$ cat config.mk
export PLATFORM = sky130hd
export DESIGN_NAME = acr_rd_arbiter
export DESIGN_NICKNAME = d
export VERILOG_FILES = /design/src/rtl/acr_rd_arbiter.sv
export SDC_FILE = /design/constraint.sdc
export NUM_CORES = 1
export LEC_CHECK = 0
export CORE_AREA = 2 2 140 142
export DETAILED_ROUTE_END_ITERATION = 6
export DIE_AREA = 0 0 142 144
export GPL_TIMING_DRIVEN = 0
export RECOVER_POWER = 25
export SLEW_MARGIN = 15
export SYNTH_ARGS = -nofsm -noshare
export SYNTH_HDL_FRONTEND = slang
export SYNTH_SLANG_ARGS = --single-unit
$ cat constraint.sdc
create_clock -name acr_clk -period 10.8 [get_ports acr_clk]
set_input_delay 3.24 -clock acr_clk [delete_from_list [all_inputs] [get_ports acr_clk]]
set_output_delay 3.24 -clock acr_clk [all_outputs]
set_load 0.05 [all_outputs]
$ cat src/rtl/acr_rd_arbiter.sv
// Read-channel arbiter: shares one AXI AR/R pair between NUM_REQ fetch engines.
// Round-robin AR grant with a per-requester outstanding-burst cap; R beats are routed by RID.
module acr_rd_arbiter #(
  parameter int NUM_REQ   = 4,
  parameter int MAX_OUTST = 4
) (
  input  logic                   acr_clk,
  input  logic                   acr_rst,
  input  logic [NUM_REQ-1:0]     req_valid,
  output logic [NUM_REQ-1:0]     req_ready,
  input  logic [NUM_REQ*32-1:0]  req_addr,
  input  logic [NUM_REQ*4-1:0]   req_len,
  output logic [7:0]             axi_arid,
  output logic [31:0]            axi_araddr,
  output logic [3:0]             axi_arlen,
  output logic [2:0]             axi_arsize,
  output logic [1:0]             axi_arburst,
  output logic                   axi_arlock,
  output logic [3:0]             axi_arcache,
  output logic [2:0]             axi_arprot,
  output logic                   axi_arvalid,
  input  logic                   axi_arready,
  input  logic [7:0]             axi_rid,
  input  logic [63:0]            axi_rdata,
  input  logic [1:0]             axi_rresp,
  input  logic                   axi_rlast,
  input  logic                   axi_rvalid,
  output logic                   axi_rready,
  output logic [NUM_REQ-1:0]     rsp_valid,
  input  logic [NUM_REQ-1:0]     rsp_ready,
  output logic [63:0]            rsp_data,
  output logic [1:0]             rsp_resp,
  output logic                   rsp_last,
  output logic                   err_bad_id
);

  localparam int CNT_W = $clog2(MAX_OUTST + 1);
  localparam int IDX_W = $clog2(NUM_REQ);

  typedef enum logic {IDLE, ISSUE} state_t;

  state_t             state, state_nxt;
  logic [IDX_W-1:0]   rr_ptr, rr_ptr_nxt;
  logic [CNT_W-1:0]   outst [NUM_REQ];
  logic [NUM_REQ-1:0] elig, inc, dec;
  logic [IDX_W-1:0]   win, idx;
  logic               win_vld, grant_ld, id_ok, bad_beat;
  logic [31:0]        addr_sel;
  logic [3:0]         len_sel;

  logic [IDX_W-1:0]   ar_id_p0;
  logic [31:0]        ar_addr_p0;
  logic [3:0]         ar_len_p0;

  always_comb begin
    for (int k = 0; k < NUM_REQ; k++) begin
      elig[k] = req_valid[k] && (outst[k] < CNT_W'(MAX_OUTST));
    end
  end

  // First eligible requester at or after rr_ptr, wrapping
  always_comb begin
    win     = '0;
    win_vld = 1'b0;
    idx     = '0;
    for (int i = 0; i < NUM_REQ; i++) begin
      idx = IDX_W'((int'(rr_ptr) + i) % NUM_REQ);
      if (!win_vld && elig[idx]) begin
        win     = idx;
        win_vld = 1'b1;
      end
    end
  end

  always_comb begin
    addr_sel = '0;
    len_sel  = '0;
    for (int k = 0; k < NUM_REQ; k++) begin
      if (win == IDX_W'(k)) begin
        addr_sel = req_addr[k*32 +: 32];
        len_sel  = req_len[k*4 +: 4];
      end
    end
  end

  always_comb begin
    state_nxt  = state;
    rr_ptr_nxt = rr_ptr;
    req_ready  = '0;
    grant_ld   = 1'b0;
    case (state)
      IDLE: begin
        if (win_vld && !acr_rst) begin
          req_ready[win] = 1'b1;
          grant_ld       = 1'b1;
          rr_ptr_nxt     = (win == IDX_W'(NUM_REQ - 1)) ? '0 : win + 1'b1;
          state_nxt      = ISSUE;
        end
      end
      ISSUE: begin
        if (axi_arready) state_nxt = IDLE;
      end
      default: state_nxt = IDLE;
    endcase
  end

  // Stage p0: AR address-phase registers, held stable through back-pressure
  always_ff @(posedge acr_clk) begin
    if (acr_rst) begin
      state      <= IDLE;
      rr_ptr     <= '0;
      ar_id_p0   <= '0;
      ar_addr_p0 <= '0;
      ar_len_p0  <= '0;
      err_bad_id <= 1'b0;
    end else begin
      state  <= state_nxt;
      rr_ptr <= rr_ptr_nxt;
      if (grant_ld) begin
        ar_id_p0   <= win;
        ar_addr_p0 <= addr_sel & ~32'h7;
        ar_len_p0  <= len_sel;
      end
      if (bad_beat) err_bad_id <= 1'b1;
    end
  end

  // Unknown RIDs are swallowed so a misrouted beat can never stall the bus
  always_comb begin
    id_ok      = axi_rid < 8'(NUM_REQ);
    axi_rready = !id_ok;
    rsp_valid  = '0;
    for (int k = 0; k < NUM_REQ; k++) begin
      if (axi_rid == 8'(k)) begin
        axi_rready   = rsp_ready[k];
        rsp_valid[k] = axi_rvalid;
      end
    end
    bad_beat = axi_rvalid && !id_ok;
  end

  always_comb begin
    for (int k = 0; k < NUM_REQ; k++) begin
      inc[k] = (state == ISSUE) && axi_arready && (ar_id_p0 == IDX_W'(k));
      dec[k] = axi_rvalid && axi_rready && axi_rlast && (axi_rid == 8'(k));
    end
  end

  always_ff @(posedge acr_clk) begin
    if (acr_rst) begin
      for (int k = 0; k < NUM_REQ; k++) outst[k] <= '0;
    end else begin
      for (int k = 0; k < NUM_REQ; k++) begin
        if (inc[k] && !dec[k]) begin
          outst[k] <= outst[k] + 1'b1;
        end else if (dec[k] && !inc[k] && (outst[k] != '0)) begin
          outst[k] <= outst[k] - 1'b1;
        end
      end
    end
  end

  assign axi_arid    = 8'(ar_id_p0);
  assign axi_araddr  = ar_addr_p0;
  assign axi_arlen   = ar_len_p0;
  assign axi_arsize  = 3'b011;
  assign axi_arburst = 2'b01;
  assign axi_arlock  = 1'b0;
  assign axi_arcache = 4'b0011;
  assign axi_arprot  = 3'b000;
  assign axi_arvalid = (state == ISSUE);

  assign rsp_data = axi_rdata;
  assign rsp_resp = axi_rresp;
  assign rsp_last = axi_rlast;

endmodule

==> metrics <==
outcome=finished, final reports clean; critical path fanouts, max=10; Mapped Cells=565; DIE AREA=0.02045 mm^2; DRC viols=0; WHS Endpoint=axi_araddr[24]; Synth top area share=17.53%; first-pass GRT wire length=27.72 mm; WS Path Type=primary input to primary output; Buffers on Ports=between 200 and 300; Initial Util=23.35%; Final Cell Area=0.007575 mm^2; placed cell area=0.007450 mm^2; Layout area overhead=70.06%; worst r2r dst=axi_araddr[23]; Final Hold Viols=0; met3 global-route usage=4.834%; Primary FF master, synth=dfxtp_1; Synth Cell Area=0.004454 mm^2; Post-CTS Hold Buffers=0; leakage power=3.264 nW; DRT Wirelength=~19 mm; largest net degree at the start of global routing=17; gr usage total=17.78%; Post-synth EDFFs=12; DIE WIDTH=142 um; Compound-Gate Fraction of Synth Area=29.04%; r2r setup slk=between 7000 and 8000 ps; worst min-delay path class=register to register; clock buffer depth=2; via count=4941; Tmin final=10300 ps; Clock Latency Late Sink=~310 ps; depth of the worst hold-timing path=2; crit share post-route=95.39%; Max VDD drop=roughly 56 uV; Yosys cell types=57; TNS Setup=0 ps; Setup Viol. Count Final=0; Post-DRT Antenna Nets=0; Data arrival, critical path=slightly above 7000 ps; GR Util met2=32.55%; fin. max-slew vios=0; Syn Area/Cell=7.884 um^2; RePlAce Congestion=0.7796; final total power=0.0008609 W; First-pass DRT Iterations=5; FP Rows=51; sequential area share after synthesis=25.62%; Fmax achieved=97.07 MHz; Max H-tree Level=2; largest family of logic cells by synthesized area=compound AO/OA/AOI/OAI gates; Synth Area in XOR/XNOR=less than 1%; Clock Sinks=51; Least-Margin Pin Slew=between 1000 and 1500 ps; clock skew=a little over 9 ps; layer with the highest usage=met2; P per Cell Area=between 100 and 150 mW/mm^2; DRT iter0 DRCs=204; simple-gate area share of the yosys netlist=13.76%; Adder-Cell Fraction of Synth Area=3.315%; RSZ-0062 raised after global routing=false; Hold WS=466.9 ps; Synth Register Bits=51; reg2reg start=outst[3][2]; clock root buffer=clkbuf_16; leading post-synthesis cells by cell area=dfxtp_1, buf_4, edfxtp_1; clock slew at the register clock pins of the worst setup and hold paths=around 80 ps; post-layout util=39.70%; NumNets Final=around 1100; CTS tree=done; post-synthesis mux area share=1.433%; number of CTS-inserted buffers=5; max_cap viols=0; CP Capture Type=primary output; Async SR Flop Fraction=0%; Yosys top cell by area=dfxtp_1; met1 usage=20.80%; WL/cell=17.28 um; critical hold path startpoint=axi_araddr[24]; Resized Gates After CTS=0; post-DP HPWL=15.42 mm; Core Box Area=between 0.015 and 0.02 mm^2; Setup Fix Bufs, Post-CTS=0; Max-slew headroom=23.93%; Worst setup SP type=primary input; initial antenna violation count=0; share of layout cells above drive strength 1=12.87%; Req. time, crit path=approximately 7600 ps; GRT overflow=0; I/O pins=366; Vias/cell=4.521; die height=around 140 um; number of global-route vias before repair=5018; Synth Warn #=0; Antenna diodes=0; R2R cell count=11
==> worst max-delay path by stage <==
stage | end | start | slack, ps | cells after the start
after floorplan | req_ready[3] | req_valid[0] | 2210 | 8
after global placement | req_ready[3] | req_valid[0] | 230 | 10
after detailed placement | req_ready[3] | req_valid[0] | 200 | 10
after CTS | req_ready[3] | req_valid[0] | 180 | 10
after global routing | req_ready[2] | req_valid[0] | 170 | 9
final | req_ready[2] | req_valid[3] | 500 | 9
==> critical path, cell delays in order <==
cell and delay, ps:
clkdlybuf4s50_1 470, nand2b_1 120, and2_0 180, a222oi_1 660, ha_1 350, clkbuf_1 510, clkbuf_1 510, and2_1 210
clkdlybuf4s50_1 810
==> cells in the mapped netlist, types with 2 or more instances <==
cell type and n:
nor2b_1 26, or3_1 2, o21ai_0 4, nor3b_1 2
a211oi_1 14, nand2_1 21, a21o_1 20, nand2b_1 7
and3b_1 3, mux2i_1 3, buf_1 4, a32oi_1 3
a221oi_1 13, conb_1 2, ha_1 7, o221ai_1 2
nor3_1 4, and3_1 2, buf_6 3, inv_1 81
nand3b_1 2, a221o_1 33, a22oi_1 23, a22o_1 2
buf_2 7, a21oi_1 54, nand3_1 3, dfxtp_1 39
clkbuf_1 28, xnor2_1 3, fa_1 3, edfxtp_1 12
and2_1 6, buf_4 89, nand4_1 5, nor2_1 12
==> where the power goes <==
group	leakage, nW	internal [W]	switching (W)
registers	0.448	0.000215	0.0000124
clock network	0.0708	0.0000864	0.0000799
logic	2.75	0.000190	0.000277
==> stage by stage <==
stage | std cells | setup slack, ps
floorplan | 585 | 2209
global placement | 1085 | 234.6
detailed placement | 1085 | 201.7
CTS | 1093 | 177.9
global route | 1093 | 172.9
finish | 1093 | 497.8
==> area by class of cell <==
class | count | area (um^2)
Timing Repair Buffer | 262 | 2623
Clock buffer | 6 | 128.9
Tap cell | 238 | 297.8
Inverter | 81 | 304.0
Clock inverter | 2 | 13.76
Fill cell | 1970 | 11500
Buffer | 131 | 857.1
Multi-Input combinational cell | 322 | 2210
Sequential cell | 51 | 1141
==> layer usage <==
metal / vias up / part of all wire, %
met5: - / 0
met1: 2276 / 41
met4: 0 / 1.0
met3: 13 / 7.8
met2: 210 / 50
li1: 2442 / -
==> sequential cells by signal (all words and copies together) (netlist names) <==
| name | cells |
|---|---|
| outst | 12 |
| axi_arlen | 4 |
| rr_ptr | 2 |
| axi_araddr | 29 |
| err_bad_id | 1 |
| ar_id_p0 | 2 |
| axi_arvalid | 1 |
==> cells by family after synthesis <==
kind of cell,Yosys count
AND/OR/NAND/NOR,106
buffers and inverters,212
XOR/XNOR,3
other,2
adder cells (fa/ha/maj),10
flip-flops,51
AO/OA/AOI/OAI,176
multiplexers,5
==> cells in the final DEF (no fill, tap or decap), drive strengths merged, types with 4 or more instances in the layout <==
| cell type | count |
|---|---|
| edfxtp | 12 |
| o21ai | 4 |
| a22oi | 23 |
| inv | 81 |
| and2 | 7 |
| a221oi | 13 |
| nor2b | 26 |
| nand4 | 5 |
| clkdlybuf4s50 | 226 |
| dfxtp | 39 |
| nand2 | 21 |
| nand2b | 7 |
| a21o | 20 |
| clkbuf | 36 |
| buf | 101 |
| dlygate4sd3 | 36 |
| conb | 22 |
| ha | 7 |
| nor2 | 13 |
| a21oi | 54 |
| nor3 | 4 |
| a221o | 33 |
| a211oi | 14 |
No activity file was read; power rests on OpenSTA's default activity.
